<file path="src/rtl/perf_counter_bank.sv">
// perf_counter_bank: NUM_CH event counters under IDLE/RUN/HALT control, wrap or saturate on overflow.
// Define PERFCNT_SNAPSHOT_EN to add per-channel shadow registers loaded by snap and read via rd_data.
module perf_counter_bank #(
  parameter int NUM_CH     = 6,
  parameter int WIDTH      = 32,
  parameter int SATURATE   = 0,
  parameter int CH0_CYCLES = 1,
  localparam int SEL_W     = (NUM_CH > 1) ? $clog2(NUM_CH) : 1
) (
  input  logic              clk,
  input  logic              reset,
  input  logic              start,
  input  logic              stop,
  input  logic              clear,
  input  logic              snap,
  input  logic [NUM_CH-1:0] inc_en,
  input  logic [SEL_W-1:0]  rd_sel,
  output logic [WIDTH-1:0]  rd_data,
  output logic [NUM_CH-1:0] ovf,
  output logic              running
);

  // state | meaning
  // IDLE  | after reset, counters hold
  // RUN   | counters advance on their strobes
  // HALT  | stopped by stop, counters hold until restarted
  typedef enum logic [1:0] {IDLE, RUN, HALT} state_t;

  state_t            state;
  logic [WIDTH-1:0]  cnt [NUM_CH];
  logic [NUM_CH-1:0] hit;
  logic [WIDTH-1:0]  rd_next;

  always_ff @(posedge clk) begin
    if (!reset) begin
      state <= IDLE;
    end else begin
      case (state)
        IDLE, HALT: if (start && !stop) state <= RUN;
        RUN:        if (stop && !start) state <= HALT;
        default:    state <= IDLE;
      endcase
    end
  end

  assign running = (state == RUN);

  always_comb begin
    hit = inc_en;
    if (CH0_CYCLES == 1) hit[0] = 1'b1;
  end

  always_ff @(posedge clk) begin
    if (!reset || clear) begin
      for (int i = 0; i < NUM_CH; i++) cnt[i] <= '0;
      ovf <= '0;
    end else if (state == RUN) begin
      for (int i = 0; i < NUM_CH; i++) begin
        if (hit[i]) begin
          if (cnt[i] == '1) begin
            ovf[i] <= 1'b1;
            if (SATURATE == 0) cnt[i] <= '0;
          end else begin
            cnt[i] <= cnt[i] + WIDTH'(1);
          end
        end
      end
    end
  end

`ifdef PERFCNT_SNAPSHOT_EN
  logic [WIDTH-1:0] shadow [NUM_CH];

  // Shadows load the pre-edge live value, so snap+clear keeps the old counts.
  always_ff @(posedge clk) begin
    if (!reset) begin
      for (int i = 0; i < NUM_CH; i++) shadow[i] <= '0;
    end else if (snap) begin
      for (int i = 0; i < NUM_CH; i++) shadow[i] <= cnt[i];
    end
  end

  always_comb begin
    rd_next = '0;
    for (int i = 0; i < NUM_CH; i++)
      if (rd_sel == SEL_W'(i)) rd_next = shadow[i];
  end
`else
  logic unused_snap;
  assign unused_snap = snap;

  always_comb begin
    rd_next = '0;
    for (int i = 0; i < NUM_CH; i++)
      if (rd_sel == SEL_W'(i)) rd_next = cnt[i];
  end
`endif

  always_ff @(posedge clk) begin
    if (!reset) rd_data <= '0;
    else        rd_data <= rd_next;
  end

endmodule

</file>
<file path="config.mk">
export PLATFORM = sky130hd
export DESIGN_NAME = perf_counter_bank
export DESIGN_NICKNAME = d
export VERILOG_FILES = /design/src/rtl/perf_counter_bank.sv
export SDC_FILE = /design/constraint.sdc
export NUM_CORES = 1
export LEC_CHECK = 0
export CAP_MARGIN = 10
export CORE_MARGIN = 10
export CORE_UTILIZATION = 60
export DETAILED_ROUTE_END_ITERATION = 7
export HOLD_SLACK_MARGIN = 0.02
export PLACE_DENSITY = 0.79
export SETUP_SLACK_MARGIN = 0.3
export SKIP_LAST_GASP = 1
export SLEW_MARGIN = 20
export SYNTH_ARGS = -nofsm -noshare
export SYNTH_HDL_FRONTEND = slang
export SYNTH_SLANG_ARGS = --single-unit
</file>
<file path="constraint.sdc">
create_clock -name clk -period 4.6 [get_ports clk]
set_input_delay 0.69 -clock clk [delete_from_list [all_inputs] [get_ports clk]]
set_output_delay 0.69 -clock clk [all_outputs]
set_load 0.05 [all_outputs]
</file>
==> run summary <==
## Synthesis
* 50.5% — post-synthesis sequential area ratio
* 10.5 sq um — per-instance average area after synthesis
* 1,260 — total nets after synthesis
* sky130_fd_sc_hd__nor2_1, sky130_fd_sc_hd__edfxtp_1, sky130_fd_sc_hd__xor2_1 — Synth top cells by count
* 232 — flip-flop and latch count after synthesis
* 192 — number of flops mapped to enable cells by yosys
* 0 — Syn. warnings
* sky130_fd_sc_hd__edfxtp_1, sky130_fd_sc_hd__xor2_1, sky130_fd_sc_hd__nor2_1 — top cells by area, synth
* 13,000 sq um — mapped cell area
* sky130_fd_sc_hd__nor2_1 — count leader, synth
* 44.3% — portion of synthesized cell area occupied by the leading cell type
* sky130_fd_sc_hd__edfxtp_1 — biggest area consumer among synthesized cells
* sky130_fd_sc_hd__edfxtp_1 — leading register cell type out of synthesis
* 52 — count of different cell masters after synthesis
* 1,239 — number of standard cells after synthesis
* 0% — Post-synth ARST share

## Clock tree
* 530 ps — worst skew pair latency
* 3 — Bufs on Longest Clock Path
* 1 — Max H-tree Level
* 0 — number of gates resized after cts
* 0 — # Post-CTS Setup Buffers
* 70 ps — clock slew at reported path FFs
* sky130_fd_sc_hd__clkbuf_16 — root buffer cell
* done — CTS tree
* 0 — hold buffers post-CTS
* 26 — CTS buffer count
* 232 — CTS sink cnt

## Worst setup path
* cnt[4][0] — worst reg2reg path startpoint
* reg -> reg — Crit Path Class
* register — Setup crit end kind
* 4850 ps — required time at the worst-slack endpoint
* 3360 ps — data arrival at the endpoint of the critical path
* 29 — worst-path maximum fanout
* register — launching element type of the critical path
* cnt[4][0] — launch point of the critical path

## Route
* 19.7 um — WL/cell
* 31,100 um — detailed-route wire length
* 6.21 — post-detailed-route via-to-cell ratio
* 1,096 — number of DRC markers after the initial detailed-route iteration
* 5 — iteration count of the initial detailed-routing pass
* 0 — remaining antenna violation count after routing
* 0 — final routed DRC violation total
* 9,827 — detailed-route via count

## STA
* 998 ps — Worst-Margin Slew
* 1490 ps — final worst-path setup slack
* 0 — final hold viol count
* 322 MHz — highest clock rate
* 32.9% — headroom to the max-slew limit
* 0 ps — total negative slack
* false — setup repair after global routing missed its margin
* 3110 ps — minimum period implied by the final worst setup slack
* 67.5% — crit share post-route
* 0 — Final setup violation count
* 12.2 ps — Final Skew
* 0 — number of max-slew violations in the final report

## Global route
* 9,681 — vias in the first global route
* 51,000 um — first-pass GRT wire length
* 0 — number of antenna violations at the first check in global routing
* 42 — pin count of the biggest net entering global routing
* 21.7% — global router's overall resource usage
* 0 — total grt overflow

## Floorplanning
* 28,000 sq um — area of the die
* 61.5% — initial cell density of the core
* 54 — Boundary Pins
* 21,200 sq um — core region area
* 53 — number of cell rows
* 167 um — chip height
* 167 um — DIE WIDTH

## Power and ir drop
* 51.1% — sequential share of power
* 282 uV — Peak supply drop
* 3.70 mW — cell internal pwr
* 336 nW/um^2 — power density over the cells
* 41.1% — portion of total power attributed to the clock network
* 4.92 nW — leakage power figure
* 1.22 mW — switching power
* 7.8% — part of the total power dissipated in combinational logic
* 24.8% — switching power share of the total

## Finish
* 1,582 — Layout Cells excl Fill
* 0 — # diodes
* 6050 sq um — area used by multi-input combinational logic
* 1,530 — fill count
* 8.88% — share of final-layout standard cells stronger than drive strength 1
* 6570 sq um — storage element area
* 1,308 — net count reported at finish
* 12.7% — post-synthesis to final-layout area growth

## Placed design
* 0.912 — Routability Congestion
* 1,534 — Cell Count Post-Placement
* 1270 ps — pre-CTS worst setup slack
* 22,200 um — HPWL after detailed placement
* 51 — count of buffers inserted at the top-level ports

## Job
* 0 — Max Cap Violations

## Hold path
* ovf[2] — source of the worst hold timing path
* reg -> reg — kind of path behind the tightest hold check

## Outcome
* complete, no violations — status

## critical path, stage by stage, from the launching register on
cell                       delay [ps]
sky130_fd_sc_hd__edfxtp_1         470
sky130_fd_sc_hd__ha_1             280
sky130_fd_sc_hd__inv_1             60
sky130_fd_sc_hd__or4_1            750
sky130_fd_sc_hd__or3_4            520
sky130_fd_sc_hd__o21bai_4         610
sky130_fd_sc_hd__nor2_1           140
## final cells by class
| type | count | area share, % |
|---|---|---|
| flip-flops and latches | 232 | 44.8 |
| multi-input cells | 904 | 41.3 |
| clock buffers | 34 | 4.93 |
| repair buffers | 76 | 4.71 |
| well taps | 275 | 2.35 |
| inverters | 47 | 1.20 |
| clock inverters | 14 | 0.751 |
## registers in the layout (all words and copies together), names as in the netlist
register and cells:
state 2, ovf 6, rd_data 32, cnt 192
## routing by layer
metal	vias up	GRT usage, %	wire [um]
met2	445	35.3	14800
met4	0	5.79	726
met3	65	4.40	2880
met1	4763	29.2	12700
li1	4554	-	-
met5	-	0	0
## through the flow
step	instance area (sq um)	hold slack [ps]	util, %	power (mW)
2_1_floorplan	13000	472	-	2.78
3_3_place_gp	13800	452	65.3	2.92
3_5_place_dp	13800	457	65.3	2.93
4_1_cts	14700	474	69.3	4.93
5_1_grt	14700	505	69.3	5.07
6_report	14700	474	69.3	4.92
## placed cells by master (no fill, tap or decap), drive strengths merged, types with 34 or more instances in the layout
cell type,n
clkbuf,34
nand4,57
inv,47
and3,38
dfxtp,40
nand2,79
clkdlybuf4s50,49
xnor2,68
nand3,81
edfxtp,192
and2,39
nor2,214
xor2,100
## power groups by stage
stage                     combinational, mW  clock (mW)  sequential [mW]
after floorplan                       0.232           0             2.55
after global placement                0.372           0             2.55
after detailed placement              0.379           0             2.55
after CTS                             0.382        2.04             2.51
after global routing                  0.413        2.13             2.53
final                                 0.383        2.02             2.52
## worst paths after layout
kind,to,slack [ps],cells past startpoint
max,cnt[4][22],1490,6
min,ovf[2],470,1
max reg2reg,cnt[4][22],1490,6
min reg2reg,ovf[2],470,1
## kinds of logic (layout without fill, tap and decap cells)
kind of cell | count (synthesis) | count (layout) | synth area share [%]
mux | 65 | 65 | 8.08
xor+xnor | 168 | 168 | 11.3
buf+inv | 103 | 171 | 3.18
compound gates | 64 | 64 | 3.15
fa+ha+maj | 6 | 6 | 0.577
flops | 232 | 232 | 50.5
simple gates | 601 | 601 | 23.2
Note: power is estimated with default switching activity, not from simulation.
